$ cat config.mk
export PLATFORM = sky130hd
export DESIGN_NAME = es5503_mixer
export DESIGN_NICKNAME = d
export VERILOG_FILES = /design/src/rtl/es5503_pkg.sv /design/src/rtl/audio_fifo.sv /design/src/rtl/es5503_mixer.sv
export SDC_FILE = /design/constraint.sdc
export NUM_CORES = 1
export LEC_CHECK = 0
export BUFFER_PORTS_ARGS = -buffer_cell sky130_fd_sc_hd__buf_4
export CORE_MARGIN = 4
export CORE_UTILIZATION = 45
export CTS_BUF_LIST = sky130_fd_sc_hd__clkbuf_4 sky130_fd_sc_hd__clkbuf_8 sky130_fd_sc_hd__clkbuf_16
export DETAILED_ROUTE_END_ITERATION = 6
export HOLD_SLACK_MARGIN = 0.1
export SYNTH_ARGS = -nofsm -noshare
export SYNTH_HDL_FRONTEND = slang
export SYNTH_SLANG_ARGS = --single-unit
$ cat constraint.sdc
create_clock -name clk -period 7.5 [get_ports clk]
set_input_delay 1.875 -clock clk [delete_from_list [all_inputs] [get_ports clk]]
set_output_delay 1.875 -clock clk [all_outputs]
set_load 0.02 [all_outputs]
$ cat src/rtl/es5503_pkg.sv
// Shared types and helpers for the ES5503 audio path.
// Frame sums are saturated to 16 bits here.
package es5503_pkg;

  localparam int DOC_MAX_OSC = 32;
  localparam int SAMPLE_W    = 16;

  typedef struct packed {
    logic signed [SAMPLE_W-1:0] left;
    logic signed [SAMPLE_W-1:0] right;
  } stereo_t;

  function automatic logic signed [SAMPLE_W-1:0] sat16(
    input logic signed [31:0] x
  );
    if (x > 32'sd32767)
      return 16'sh7fff;
    else if (x < -32'sd32768)
      return 16'sh8000;
    else
      return x[SAMPLE_W-1:0];
  endfunction

endpackage

$ cat src/rtl/audio_fifo.sv
// First-word fall-through FIFO for stereo frames.
// A push while full is only taken when a pop frees a slot.
module audio_fifo #(
  parameter int W     = 32,
  parameter int DEPTH = 4
) (
  input  logic         clk,
  input  logic         reset_n,
  input  logic         push,
  input  logic [W-1:0] din,
  input  logic         pop,
  output logic [W-1:0] dout,
  output logic         full,
  output logic         empty
);

  localparam int AW = $clog2(DEPTH);

  logic [W-1:0] r_mem [DEPTH];
  logic [AW:0]  r_wptr;
  logic [AW:0]  r_rptr;
  logic         w_rd;
  logic         w_wr;

  assign empty = (r_wptr == r_rptr);
  assign full  = (r_wptr[AW] != r_rptr[AW]) &&
                 (r_wptr[AW-1:0] == r_rptr[AW-1:0]);

  assign w_rd = pop && !empty;
  assign w_wr = push && (!full || w_rd);

  assign dout = empty ? '0 : r_mem[r_rptr[AW-1:0]];

  always_ff @(posedge clk) begin
    if (w_wr)
      r_mem[r_wptr[AW-1:0]] <= din;
  end

  always_ff @(posedge clk or negedge reset_n) begin
    if (!reset_n) begin
      r_wptr <= '0;
      r_rptr <= '0;
    end else begin
      if (w_wr)
        r_wptr <= r_wptr + 1'b1;
      if (w_rd)
        r_rptr <= r_rptr + 1'b1;
    end
  end

endmodule

$ cat src/rtl/es5503_mixer.sv
// Stereo mixer behind the ES5503 DOC: sums one scan of
// oscillator samples per channel and queues saturated frames.
module es5503_mixer
  import es5503_pkg::*;
#(
  parameter int ACC_W      = 21,
  parameter int OUT_SHIFT  = 0,
  parameter int FIFO_DEPTH = 4,
  parameter int STEREO     = 1
) (
  input  logic                clk,
  input  logic                reset_n,
  input  logic                in_valid,
  input  logic [SAMPLE_W-1:0] in_sample,
  input  logic [3:0]          in_ca,
  input  logic                in_last,
  input  logic                clr_status,
  output logic                out_valid,
  input  logic                out_ready,
  output logic [SAMPLE_W-1:0] out_left,
  output logic [SAMPLE_W-1:0] out_right,
  output logic                overrun,
  output logic                frame_err,
  output logic [15:0]         frame_cnt
);

  logic signed [ACC_W-1:0] r_acc_l;
  logic signed [ACC_W-1:0] r_acc_r;
  logic [4:0]              r_slot;
  logic                    r_overrun;
  logic                    r_frame_err;
  logic [15:0]             r_frame_cnt;

  logic signed [ACC_W-1:0] w_ext;
  logic signed [ACC_W-1:0] w_add_l;
  logic signed [ACC_W-1:0] w_add_r;
  logic signed [ACC_W-1:0] w_sum_l;
  logic signed [ACC_W-1:0] w_sum_r;
  logic signed [ACC_W-1:0] w_shr_l;
  logic signed [ACC_W-1:0] w_shr_r;
  logic                    w_to_l;
  logic                    w_to_r;
  logic                    w_slot_end;
  logic                    w_close;
  logic                    w_forced;
  logic                    w_pop;
  logic                    w_full;
  logic                    w_empty;
  logic                    w_push_ok;
  logic                    w_drop;
  stereo_t                 w_res;
  logic [31:0]             w_dout;
  stereo_t                 w_head;
  logic                    w_unused_ca;

  assign w_unused_ca = &{1'b0, in_ca[3:1]};

  assign w_ext   = ACC_W'($signed(in_sample));
  assign w_to_l  = (STEREO == 0) || !in_ca[0];
  assign w_to_r  = (STEREO == 0) || in_ca[0];
  assign w_add_l = (in_valid && w_to_l) ? w_ext : '0;
  assign w_add_r = (in_valid && w_to_r) ? w_ext : '0;
  assign w_sum_l = r_acc_l + w_add_l;
  assign w_sum_r = r_acc_r + w_add_r;
  assign w_shr_l = w_sum_l >>> OUT_SHIFT;
  assign w_shr_r = w_sum_r >>> OUT_SHIFT;

  assign w_res.left  = sat16(32'(w_shr_l));
  assign w_res.right = sat16(32'(w_shr_r));

  // The 32nd slot closes the scan even when in_last never came.
  assign w_slot_end = (r_slot == 5'(DOC_MAX_OSC - 1));
  assign w_close    = in_valid && (in_last || w_slot_end);
  assign w_forced   = in_valid && !in_last && w_slot_end;

  assign w_pop     = !w_empty && out_ready;
  assign w_push_ok = w_close && (!w_full || w_pop);
  assign w_drop    = w_close && w_full && !w_pop;

  audio_fifo #(
    .W     (32),
    .DEPTH (FIFO_DEPTH)
  ) u_fifo (
    .clk     (clk),
    .reset_n (reset_n),
    .push    (w_close),
    .din     (w_res),
    .pop     (w_pop),
    .dout    (w_dout),
    .full    (w_full),
    .empty   (w_empty)
  );

  assign w_head    = stereo_t'(w_dout);
  assign out_valid = !w_empty;
  assign out_left  = w_head.left;
  assign out_right = w_head.right;
  assign overrun   = r_overrun;
  assign frame_err = r_frame_err;
  assign frame_cnt = r_frame_cnt;

  always_ff @(posedge clk or negedge reset_n) begin
    if (!reset_n) begin
      r_acc_l     <= '0;
      r_acc_r     <= '0;
      r_slot      <= '0;
      r_overrun   <= 1'b0;
      r_frame_err <= 1'b0;
      r_frame_cnt <= '0;
    end else begin
      if (in_valid) begin
        if (w_close) begin
          r_acc_l <= '0;
          r_acc_r <= '0;
          r_slot  <= '0;
        end else begin
          r_acc_l <= w_sum_l;
          r_acc_r <= w_sum_r;
          r_slot  <= r_slot + 1'b1;
        end
      end
      if (w_push_ok)
        r_frame_cnt <= r_frame_cnt + 1'b1;
      if (w_drop)
        r_overrun <= 1'b1;
      else if (clr_status)
        r_overrun <= 1'b0;
      if (w_forced)
        r_frame_err <= 1'b1;
      else if (clr_status)
        r_frame_err <= 1'b0;
    end
  end

endmodule
# Word level (Yosys, flattened, before mapping)
# Memories as Yosys holds them, arrays and structs flattened.
# Index checks and enable logic that the tools add are counted.
# W data, S select, Z words.
[word_totals]
word_cells = 60
output_inout_bits = 51
input_bits = 26
reg_bits = 71
mem_count = 1
ram_bits = 128
[op_classes]
addsub = 6
n_lt_le_gt_ge = 4
muxes = 15
n_reduce_logical = 22
n_eq_ne = 4
[memory_table]
columns = ["memory", "words", "word_bits", "read_ports", "rd_ports_with_merged_regs", "wr", "line_no", "rtl"]
rows = [
  ["u_fifo.r_mem", 4, 32, 1, 0, 1, "audio_fifo.sv:19", "logic [W-1:0] r_mem [DEPTH];"],
]
[op_table]
columns = ["operator", "count"]
rows = [
  ["$mux W21", 4],
  ["$mux W16", 4],
  ["$add A21 B21 Y21", 2],
  ["$gt A21 B16 Y1 const B", 2],
  ["$lt A21 B16 Y1 const B", 2],
  ["$mux W32", 1],
  ["$add A16 B1 Y16 const B", 1],
  ["$logic_and A1 B1 Y1", 12],
  ["$add A3 B1 Y3 const B", 2],
  ["$add A5 B1 Y5 const B", 1],
  ["$eq A5 B5 Y1 const B", 1],
  ["$logic_not A1 Y1", 5],
  ["$mux W1", 5],
  ["$mux W5", 1],
  ["$reduce_bool A2 Y1", 2],
  ["$eq A3 B3 Y1", 1],
  ["$logic_or A1 B1 Y1", 3],
  ["$eq A2 B2 Y1", 1],
  ["$ne A1 B1 Y1", 1],
]

# Depth between registers and ports, before layout
# Gate-level depths: netlist of run 1.
[logic_depth]
word_depth = 8
mapped_depth = 15
depth_no_buf = 13

# By module
# Synthesis of run 1 repeated with hierarchy kept, for this count alone.
[hier_totals]
hier_cells = 827
area_unflattened_um2 = 10362.4
[by_module_without_submodules]
columns = ["module", "cells_each", "instances", "seq_area_each_um2", "area_per_inst_um2"]
rows = [
  ["audio_fifo", 238, 1, 3993.8, 5286.3],
  ["es5503_mixer", 589, 1, 1626.6, 5076.1],
]

# Worst setup path before layout of run 1
# OpenSTA, ideal clock, no wires.
[synth_path]
kind = "input-to-reg"
start = "input port in_valid"
end = "memory u_fifo.r_mem[0][0], data pin"
t_required_ns = 7.219
setup_time_ns = 0.281
arrival_time_ns = 4.906
stages = 15
path_buffers = 3
path_slack_ns = 2.313
cell_sequence = "clkbuf_1 clkbuf_1 and3_1 ha_1 inv_1 fa_1 nand2b_1 a21o_1 a31o_1 o2111ai_1 or3b_4 xnor2_4 a41oi_2 buf_6 o21ai_2"
[synth_between]
elab_chain_cells = 6
word_cells_on_any_way = 7
classes_between = "add/sub: 1; order compare: 2; mux: 3; reduce/logical: 1"
[synth_rtl]
columns = ["item", "line_no", "rtl"]
rows = [
  ["from (decl)", "es5503_mixer.sv:13", "input logic in_valid,"],
  ["$logic_and A1 B1 Y1 *", "es5503_mixer.sv:62", "assign w_add_r = (in_valid && w_to_r) ? w_ext : '0;"],
  ["$mux W21 *", "es5503_mixer.sv:62", ""],
  ["$add A21 B21 Y21 *", "es5503_mixer.sv:64", "assign w_sum_r = r_acc_r + w_add_r;"],
  ["$lt A21 B16 Y1", "es5503_pkg.sv:18", "else if (x < -32'sd32768)"],
  ["$mux W16", "es5503_pkg.sv:18", ""],
  ["$mux W16 *", "es5503_pkg.sv:16", "if (x > 32'sd32767)"],
  ["net u_fifo.din[0]", "audio_fifo.sv:10", "input logic [W-1:0] din,"],
  ["to (decl)", "audio_fifo.sv:19", ""],
]
# The timed path passes the listed nets; every way through them passes the cells marked *.

# Worst setup path after layout of run 1
[layout_path]
start = "input port in_valid"
end = "memory u_fifo.r_mem[3][19], data pin"
[layout_between]
elab_chain_cells = 6
word_cells_on_any_way = 7
classes_between = "add/sub: 1; order compare: 2; mux: 3; reduce/logical: 1"
[layout_rtl]
columns = ["item", "line_no", "rtl"]
rows = [
  ["$logic_and A1 B1 Y1 *", "es5503_mixer.sv:61", "assign w_add_l = (in_valid && w_to_l) ? w_ext : '0;"],
  ["$mux W21 *", "es5503_mixer.sv:61", ""],
  ["$add A21 B21 Y21 *", "es5503_mixer.sv:63", "assign w_sum_l = r_acc_l + w_add_l;"],
  ["$lt A21 B16 Y1", "es5503_pkg.sv:18", ""],
  ["$mux W16", "es5503_pkg.sv:18", ""],
  ["$mux W16 *", "es5503_pkg.sv:16", ""],
  ["net u_fifo.din[19]", "audio_fifo.sv:10", ""],
]
# Marked as above.

==> flow_metrics.py, run 1 <==
metrics = {
    "critical_path": {
        "start_kind": "input port",
        "worst_path_most_repeated_cell": "nor2b_1",
        "r2r_cells": 11,
        "crit_start": "in_valid",
        "rr_startpoint": "r_acc_r[0]",
        "required_ns": 7.59,
        "critical_path_peak_fanout": 29,
        "slowest_delay_ns": 0.71,
        "r2r_slack_ns": 3.34,
        "critical_path.top_delay_family": "compound AO/OA/AOI/OAI gates",
        "crit_chain": "buf_4, nor2b_1, and2_1, ha_1, nor2b_1, o2111ai_1, nand4_1, a221o_1, a211o_1, xnor2_2, o41a_1, o21ai_0",
        "crit_type": "in -> reg",
        "critPathBufInv": 1,
        "slowest_stage": "nor2b_1",
        "critical_path_arrival_ns": 6.19,
        "reg2reg_to": "u_fifo.r_mem[0][5]",
        "cp-end-kind": "flop",
    },
    "sta": {
        "hold_viol": 0,
        "slew_viol_final": 0,
        "relSlewSlack_pct": 33.79,
        "worst-slew-pin-transition_ns": 0.9931,
        "timing.hold.ws_ns": 0.4664,
        "layout_worst_path_cycle_share_pct": 81.38,
        "max_freq_ghz": 0.1638,
        "setup_viol": 0,
        "final.setup.tns_ns": 0,
        "fin_crit_ns": 6.104,
        "clock_skew_ns": 0.01627,
        "rsz0062_at_grt": "false",
    },
    "synth": {
        "netlist_area_mm2": 0.01031,
        "synth_nets": 904,
        "synth_xor_area_share_pct": 5.349,
        "synth_compound_area_share_pct": 12.08,
        "synth_cells": 828,
        "yosysWarnings": 0,
        "yosysSeqAreaShare_pct": 54.49,
        "ys.flop_type": "edfxtp_1",
        "synth_mux_area_share_pct": 7.302,
        "async_flop_share_pct": 35.68,
        "synth_cell_types": 66,
        "syn_area_per_cell_um2": 12.46,
        "synthAdderAreaFrac_pct": 6.211,
        "synth_edf_count": 128,
        "synth-simple-area-share_pct": 10.86,
        "synth_top_family_by_area": "compound AO/OA/AOI/OAI gates",
        "synth-seq-cells": 199,
    },
    "grt": {
        "grt_pass1_wl_mm": 35.40,
        "grt_overflow": 0,
        "grt_pass1_vias": 6538,
        "grtUsageTotal_pct": 17.39,
        "grt_max_degree": 72,
        "antenna_found_initial": 0,
    },
    "layout": {
        "final_cell_mix": "128 x edfxtp_1, 82 x buf_4, 70 x dfrtp_1, 60 x inv_1, 48 x ha_1",
        "synthToLayoutAreaGrowth_pct": 13.43,
        "drive_gt1_share_pct": 18.76,
        "final_nets": 971,
        "num_antenna_cells": 0,
        "seq_area_mm2": 0.005622,
        "fillers": 1999,
        "multi_input_area_mm2": 0.004312,
        "final_common_cell": "edfxtp_1",
        "design_area_mm2": 0.01170,
    },
    "cts": {
        "root_buffer": "clkbuf_16",
        "cts-buffers-inserted": 17,
        "cts_sinks": 199,
        "cts.clk_slew.worst_paths_ns": 0.08,
        "cts_buffer_depth": 2,
        "h-tree-depth": 4,
        "clkLatencyLatePin_ns": 0.43,
        "holdBufCountCts": 0,
        "cts_resized": 0,
        "cts_setup_buffers": 0,
        "cts_tree": "built",
    },
    "worst_hold_path": {
        "hold_depth": 1,
        "hp-start": "frame_cnt[15]",
        "min_to": "frame_cnt[15]",
        "min_path_type": "reg -> reg",
    },
    "die": {
        "ioPinCount": 77,
        "fp.dieArea_mm2": 0.02541,
        "die_w_um": 159.4,
        "rows": 55,
        "die_y_um": 159.4,
        "coreArea_mm2": 0.02257,
        "start_util_pct": 45.70,
    },
    "place": {
        "dp_hpwl_mm": 14.87,
        "placed_cell_area_mm2": 0.01113,
        "portBuffers": 73,
        "gp_congestion": 0.8535,
    },
    "run_status": {
        "status": "finished clean",
    },
    "detailed_routing": {
        "wl_per_cell_um": 18.14,
        "via_per_inst": 5.535,
        "drtAntennaViolNets": 0,
        "via_count": 6592,
        "route.detailed.drc": 0,
        "routed_wl_mm": 21.61,
        "dr.pass1.iters": 5,
        "drt-initial-drc-count": 390,
    },
    "power_and_ir_drop": {
        "leakagePower_nw": 4.623,
        "p_per_area_mw_per_mm2": 325.4,
        "vdd_drop_max_uv": 185.5,
    },
    "job": {
        "max_cap_violations": 0,
    },
}
-- cell type report --
type | count | share of cell area, %
clock buffers | 17 | 3.636
clock inverters | 13 | 1.230
inverters | 60 | 1.925
multi-input cells | 535 | 36.85
flip-flops and latches | 199 | 48.05
well taps | 285 | 3.048
repair buffers | 82 | 5.261
-- stage by stage --
stage	setup slack (ns)	utilization, %	total power, mW	std cells
2_1_floorplan	2.313	-	2.454	828
3_3_place_gp	1.035	49.31	2.955	1161
3_5_place_dp	1.050	49.31	2.974	1161
4_1_cts	1.505	51.83	3.863	1191
5_1_grt	1.126	51.83	4.032	1191
6_report	1.396	51.83	3.807	1191
-- where the power goes --
group	internal, mW	switching [mW]	leakage [nW]
clock	0.466	0.417	0.271
combinational	0.625	0.835	2.26
sequential	1.39	0.0708	2.09
-- worst max-delay path by stage --
stage	to	slack, ns	cells past startpoint
3_3_place_gp	u_fifo.r_mem[1][19]	1.03	12
3_5_place_dp	u_fifo.r_mem[0][19]	1.05	12
2_1_floorplan	u_fifo.r_mem[0][0]	2.31	15
4_1_cts	u_fifo.r_mem[1][19]	1.51	12
6_report	u_fifo.r_mem[3][19]	1.40	12
5_1_grt	u_fifo.r_mem[1][20]	1.13	12
-- registers in the layout (all words and copies together) (netlist names) --
register       flops
frame_cnt         16
frame_err          1
overrun            1
r_acc_l           21
r_acc_r           21
r_slot             5
u_fifo.r_mem     128
u_fifo.r_rptr      3
u_fifo.r_wptr      3
-- Yosys cell counts (all sizes together), types with 4 or more instances --
library cell,n,area [um2]
a21oi,34,181.4
buf,11,71.31
nand2,47,176.4
a211oi,4,35.03
o211ai,8,60.06
o21a,4,30.03
nand3,9,45.04
nor3,8,40.04
xnor2,34,324.1
nand4,13,81.33
nand2b,7,43.79
nor2b,38,237.7
mux4,32,720.7
and2,28,175.2
ha,48,600.6
edfxtp,128,3844
o21ai,55,320.3
and3,20,125.1
a21o,14,105.1
dfrtp,71,1777
xor2,26,227.7
o22ai,38,237.7
nor2,23,86.33
clkbuf,23,86.33
inv,60,225.2
-- cell families after synthesis --
kind of cell / after synthesis
muxes: 35
and+or+nand+nor: 207
DFF: 199
buffers and inverters: 94
xor gates and xnor gates: 60
AOI/OAI and AO/OA: 183
adders and majority gates: 50
-- layer usage --
metal  global-route usage, %  wire length, um  up-vias  part of all wire [%]
met3                   3.288              803       14                   3.7
li1                        -                -     3193                     -
met4                   3.984              223        0                   1.0
met2                   26.49             9827      120                    45
met1                   26.08            10750     3265                    50
met5                       0                0        -                     0
(Power assumes the default switching activity.)
==> inputs of run 2 (changes only) <==
==> constraint.sdc (replaced) <==
create_clock -name clk -period 6.2 [get_ports clk]
set_input_delay 1.55 -clock clk [delete_from_list [all_inputs] [get_ports clk]]
set_output_delay 1.55 -clock clk [all_outputs]
set_load 0.02 [all_outputs]
==> run 2 against run 1 <==
Worst setup slack got worse by 0.26 ns. First-iteration DRC count rose by 11%. Clock skew decreased by 0.0011 ns. Hold slack better by 0.0032 ns. Cell area up 0.62%. Clock-buffer cell count is the same. Cell count rose by 0.50%. Clock power grew 29%. Critical path type unchanged. Critical endpoint is now u_fifo.r_mem[2][19].
==> flow_metrics.py, run 2 (same netlist as run 1, synthesis figures left out) <==
metrics = {
    "grt": {
        "grt_pass1_wl_mm": 35.58,
        "grt_max_degree": 72,
        "grtUsageTotal_pct": 17.48,
        "grt_pass1_vias": 6487,
        "grt_overflow": 0,
        "antenna_found_initial": 0,
    },
    "sta": {
        "final.setup.tns_ns": 0,
        "fin_crit_ns": 5.067,
        "rsz0062_at_grt": "false",
        "layout_worst_path_cycle_share_pct": 81.72,
        "slew_viol_final": 0,
        "max_freq_ghz": 0.1974,
        "worst-slew-pin-transition_ns": 0.9793,
        "setup_viol": 0,
        "setup_slack_ns": 1.134,
        "relSlewSlack_pct": 34.71,
        "hold_viol": 0,
        "clock_skew_ns": 0.01519,
    },
    "worst_hold_path": {
        "min_path_type": "reg -> reg",
    },
    "cts": {
        "cts_sinks": 199,
        "root_buffer": "clkbuf_16",
        "clkLatencyLatePin_ns": 0.43,
        "cts_tree": "built",
        "cts_buffer_depth": 2,
        "h-tree-depth": 4,
        "cts_resized": 0,
        "holdBufCountCts": 0,
        "cts_setup_buffers": 0,
        "cts-buffers-inserted": 17,
        "cts.clk_slew.worst_paths_ns": 0.07,
    },
    "place": {
        "gp_congestion": 0.8609,
        "placed_cells": 1165,
        "dp_hpwl_mm": 15.29,
        "pre_cts_ws_ns": 0.6762,
        "portBuffers": 73,
    },
    "die": {
        "die_y_um": 159.4,
        "fp.dieArea_mm2": 0.02541,
        "coreArea_mm2": 0.02257,
        "start_util_pct": 45.70,
        "ioPinCount": 77,
        "die_w_um": 159.4,
        "rows": 55,
    },
    "layout": {
        "final_nets": 975,
        "num_antenna_cells": 0,
        "final_cell_mix": "128 x edfxtp_1, 86 x buf_4, 70 x dfrtp_1, 60 x inv_1, 48 x ha_1",
        "synthToLayoutAreaGrowth_pct": 14.13,
        "drive_gt1_share_pct": 19.19,
        "final_common_cell": "edfxtp_1",
        "largest_register_ffs": 128,
        "final_cells": 1197,
        "fillers": 1973,
    },
    "detailed_routing": {
        "drtAntennaViolNets": 0,
        "drt-initial-drc-count": 432,
        "route.detailed.drc": 0,
        "wl_per_cell_um": 18.20,
        "via_count": 6581,
        "dr.pass1.iters": 5,
        "routed_wl_mm": 21.79,
        "via_per_inst": 5.498,
    },
    "power_and_ir_drop": {
        "leakagePower_nw": 4.669,
        "vdd_drop_max_uv": 197.3,
        "p_per_area_mw_per_mm2": 397.1,
    },
    "critical_path": {
        "crit_type": "in -> reg",
        "required_ns": 6.29,
        "cp-end-kind": "flop",
        "critical_path_peak_fanout": 23,
        "start_kind": "input port",
        "critical_path_arrival_ns": 5.15,
    },
    "job": {
        "max_cap_violations": 0,
    },
    "run_status": {
        "status": "finished clean",
    },
}
[run 2: power breakdown]
part | internal, mW | leakage (nW) | switching [mW] | total, mW
Sequential | 1.68 | 2.09 | 0.111 | 1.79
Combinational | 0.759 | 2.28 | 0.988 | 1.75
Clock | 0.613 | 0.297 | 0.522 | 1.14
[run 2: metal layers]
| metal | vias to the layer above | routed length [um] | track usage (%) |
|---|---|---|---|
| met5 | - | 0 | 0 |
| met4 | 0 | 241 | 3.866 |
| met3 | 15 | 845 | 3.184 |
| met2 | 117 | 9982 | 27.09 |
| met1 | 3243 | 10720 | 25.95 |
| li1 | 3206 | - | - |
[run 2: stage by stage]
step	cell area (um2)	power [mW]	utilization [%]	hold slack, ns
final	11770	4.675	52.16	0.4695
after global routing	11770	4.943	52.16	0.4942
after CTS	11770	4.740	52.16	0.4773
after detailed placement	11160	3.604	49.45	0.4625
after global placement	11160	3.576	49.45	0.4605
after floorplan	10310	2.968	-	0.4617
[run 2: critical path, cell delays in order]
cell and delay, ns:
buf_4 0.19, nor2b_1 0.15, buf_4 0.17, and2_1 0.16, ha_1 0.20, inv_1 0.07, fa_1 0.20, nor2b_1 0.06
o2111ai_1 0.25, nand4_1 0.22, a221o_1 0.39, a221oi_1 0.46, or2_0 0.17, o41a_1 0.51, o21ai_0 0.38
[run 2: layout make-up]
cell class / count / area [um2] / area share, %
flip-flops and latches: 199 / 5622 / 47.75
multi-input cells: 535 / 4312 / 36.62
well taps: 285 / 356.6 / 3.029
inverters: 60 / 225.2 / 1.913
repair buffers: 86 / 645.6 / 5.484
clock buffers: 17 / 425.4 / 3.614
clock inverters: 15 / 186.4 / 1.584
[run 2: final timing paths]
| kind | start | end | slack, ns | cells after the start |
|---|---|---|---|---|
| max | in_valid | u_fifo.r_mem[2][19] | 1.13 | 15 |
| min | frame_cnt[15] | frame_cnt[15] | 0.47 | 1 |
| max reg2reg | r_acc_r[0] | u_fifo.r_mem[3][2] | 2.48 | 12 |
| min reg2reg | frame_cnt[15] | frame_cnt[15] | 0.47 | 1 |
| max in group asynchronous | reset_n | u_fifo.r_rptr[0] | 4.31 | 1 |
| min in group asynchronous | reset_n | frame_cnt[0] | 1.26 | 1 |
==> inputs of run 3 (changes only) <==
--- a/config.mk
+++ b/config.mk
@@ -5,6 +5,7 @@
 export SDC_FILE = /design/constraint.sdc
 export NUM_CORES = 1
 export LEC_CHECK = 0
+export ABC_AREA = 1
 export BUFFER_PORTS_ARGS = -buffer_cell sky130_fd_sc_hd__buf_4
 export CORE_MARGIN = 4
 export CORE_UTILIZATION = 45
==> constraint.sdc (replaced) <==
create_clock -name clk -period 4.3 [get_ports clk]
set_input_delay 1.075 -clock clk [delete_from_list [all_inputs] [get_ports clk]]
set_output_delay 1.075 -clock clk [all_outputs]
set_load 0.02 [all_outputs]
==> run 3 against run 2 <==
Largest cell class unchanged. Non-clock buffer count increased by 8. Global-route usage increased by 1.8 points. First-iteration DRC count increased by 11%. Cell count increased by 41%. Core utilization increased by 0.22 points. Worst setup slack got worse by 0.56 ns. Die area increased by 7.0%. Clock skew increased by 0.0069 ns. Combinational power increased by 94%. Cell area increased by 7.9%. Area after synthesis increased by 7.4%.
==> flow_metrics.py, run 3 <==
metrics = {
    "run_status": {
        "status": "finished clean",
    },
    "synth": {
        "yosys-top-cells-count": "342 x nand2_1, 184 x inv_1, 169 x nor2_1, 128 x edfxtp_1, 71 x dfrtp_1",
        "synth_top_area_share_pct": 34.70,
        "synth_cells": 1281,
        "synth_cell_types": 40,
        "async_flop_share_pct": 35.68,
        "yosysSeqAreaShare_pct": 50.75,
        "synthTopCellsByArea": "edfxtp_1 35%, dfrtp_1 16%, nand2_1 12%",
        "synth.most_common_cell": "nand2_1",
        "synth_nets": 1357,
        "yosysWarnings": 0,
        "ys.flop_type": "edfxtp_1",
        "syn_area_per_cell_um2": 8.646,
        "yosysTopAreaCell": "edfxtp_1",
        "synth_edf_count": 128,
        "synth-seq-cells": 199,
        "netlist_area_mm2": 0.01108,
    },
    "detailed_routing": {
        "dr.pass1.iters": 5,
        "drtAntennaViolNets": 0,
        "wl_per_cell_um": 15.15,
        "drt-initial-drc-count": 481,
        "route.detailed.drc": 0,
        "routed_wl_mm": 25.62,
        "via_count": 8365,
        "via_per_inst": 4.947,
    },
    "layout": {
        "final_nets": 1430,
        "design_area_mm2": 0.01270,
        "synthToLayoutAreaGrowth_pct": 14.66,
        "largest_register_ffs": 128,
        "fillers": 2292,
        "num_antenna_cells": 0,
        "drive_gt1_share_pct": 12.66,
        "final_cell_mix": "342 x nand2_1, 183 x inv_1, 164 x nor2_1, 128 x edfxtp_1, 92 x buf_4",
        "seq_area_mm2": 0.005623,
        "multi_input_area_mm2": 0.004597,
        "final_common_cell": "nand2_1",
        "fin_util_pct": 52.37,
    },
    "grt": {
        "grt_max_degree": 72,
        "grt_pass1_wl_mm": 41.50,
        "grt_pass1_vias": 7999,
        "antenna_found_initial": 0,
        "grt_overflow": 0,
        "grtUsageTotal_pct": 19.29,
    },
    "sta": {
        "setup_slack_ns": 0.5762,
        "clock_skew_ns": 0.02207,
        "fin_crit_ns": 3.724,
        "relSlewSlack_pct": 35.84,
        "worst-slew-pin-transition_ns": 0.9624,
        "hold_viol": 0,
        "rsz0062_at_grt": "false",
        "final.setup.tns_ns": 0,
        "timing.hold.ws_ns": 0.4900,
        "slew_viol_final": 0,
        "max_freq_ghz": 0.2685,
        "setup_viol": 0,
        "layout_worst_path_cycle_share_pct": 86.60,
    },
    "cts": {
        "clkLatencyLatePin_ns": 0.45,
        "cts.clk_slew.worst_paths_ns": 0.08,
        "cts_tree": "built",
        "cts_resized": 0,
        "holdBufCountCts": 0,
        "cts-buffers-inserted": 17,
        "cts_buffer_depth": 2,
        "root_buffer": "clkbuf_16",
        "cts_sinks": 199,
        "cts_setup_buffers": 0,
        "h-tree-depth": 4,
    },
    "place": {
        "pre_cts_ws_ns": 0.2672,
        "placed_cell_area_mm2": 0.01206,
        "dp_hpwl_mm": 18.09,
        "gp_congestion": 0.8805,
        "portBuffers": 73,
    },
    "die": {
        "start_util_pct": 45.68,
        "ioPinCount": 77,
        "coreArea_mm2": 0.02425,
        "die_w_um": 164.9,
        "rows": 57,
        "die_y_um": 164.9,
        "fp.dieArea_mm2": 0.02719,
    },
    "critical_path": {
        "crit_start": "u_fifo.r_rptr[0]",
        "start_kind": "flop",
        "critical_path_peak_fanout": 35,
        "cp-endpoint": "out_right[0]",
        "r2r_cells": 7,
        "critical_path_arrival_ns": 2.65,
        "slowest_delay_ns": 0.59,
        "slowest_stage": "dfrtp_2",
        "cp-end-kind": "primary output",
        "r2r_slack_ns": 1.14,
        "crit_chain": "inv_2, nand2_1, a21oi_1, nand2_1, buf_4, nand2_1, inv_1, buf_4",
        "reg2reg_to": "u_fifo.r_mem[2][20]",
        "required_ns": 3.22,
        "worst_path_most_repeated_cell": "nand2_1",
        "rr_startpoint": "u_fifo.r_rptr[0]",
        "crit_type": "reg -> out",
    },
    "worst_hold_path": {
        "min_path_type": "reg -> reg",
    },
    "power_and_ir_drop": {
        "p_per_area_mw_per_mm2": 627.9,
        "vdd_drop_max_uv": 302.8,
        "leakagePower_nw": 6.001,
    },
    "job": {
        "max_cap_violations": 0,
    },
}
-- run 3: cell types whose count changed in the layout (fill, tap and decap cells not counted), sizes merged, moves of 12 or more --
cell and change:
nor2 +156, and2 -27, nand2 +308, mux4 -32, nor2b -38, nand3 +30, a22o +21, o32ai +32
and3 -18, o22ai -33, a21o -14, xnor2 -12, inv +131
-- run 3: final cells by class --
type	instances	area share [%]
flip-flops and latches	199	44.28
multi-input cells	854	36.20
repair buffers	94	5.754
inverters	188	5.557
clock buffers	17	3.350
well taps	324	3.192
clock inverters	15	1.675
-- run 3: worst max-delay path: cells and delay by family, from the launching register on --
kind,cells,cell delay [ns]
buffers and inverters,4,1.00
AO/OA/AOI/OAI,1,0.22
flip-flops,1,0.59
AND/OR/NAND/NOR,3,0.37
-- run 3: logic make-up (layout without fill, tap and decap cells) --
kind of cell | Yosys count | after routing | synth area share (%)
muxes | 1 | 1 | 0.1017
DFF | 199 | 199 | 50.75
AOI/OAI and AO/OA | 156 | 156 | 9.309
adders and majority gates | 50 | 50 | 5.784
buffers and inverters | 228 | 314 | 8.043
xor gates and xnor gates | 53 | 53 | 4.395
and+or+nand+nor | 594 | 594 | 21.62
-- run 3: worst min-delay path by stage --
stage / slack, ns / to / depth (start not counted) / startpoint
6_report: 0.49 / u_fifo.r_wptr[2] / 1 / u_fifo.r_wptr[2]
3_3_place_gp: 0.47 / r_acc_l[13] / 2 / r_acc_l[13]
2_1_floorplan: 0.46 / r_acc_l[12] / 2 / r_acc_l[12]
4_1_cts: 0.49 / u_fifo.r_wptr[2] / 1 / u_fifo.r_wptr[2]
5_1_grt: 0.50 / u_fifo.r_wptr[2] / 1 / u_fifo.r_wptr[2]
3_5_place_dp: 0.48 / u_fifo.r_wptr[2] / 1 / u_fifo.r_wptr[2]
-- run 3: metrics by stage --
stage / instances / total power [mW]
after floorplan: 1281 / 5.102
after global placement: 1659 / 6.279
after detailed placement: 1659 / 6.326
after CTS: 1691 / 8.034
after global routing: 1691 / 8.532
final: 1691 / 7.974
-- run 3: power by group --
part	internal (mW)	switching [mW]	leakage [nW]
clock network	0.860	0.851	0.309
registers	2.61	0.263	2.06
logic	1.20	2.19	3.63
total	4.67	3.30	6.00
-- run 3: routing by layer --
metal,GRT usage [%],share of wire (%)
met5,0,0
met4,4.045,0.97
met1,27.71,50
met2,31.29,46
met3,2.820,3.7
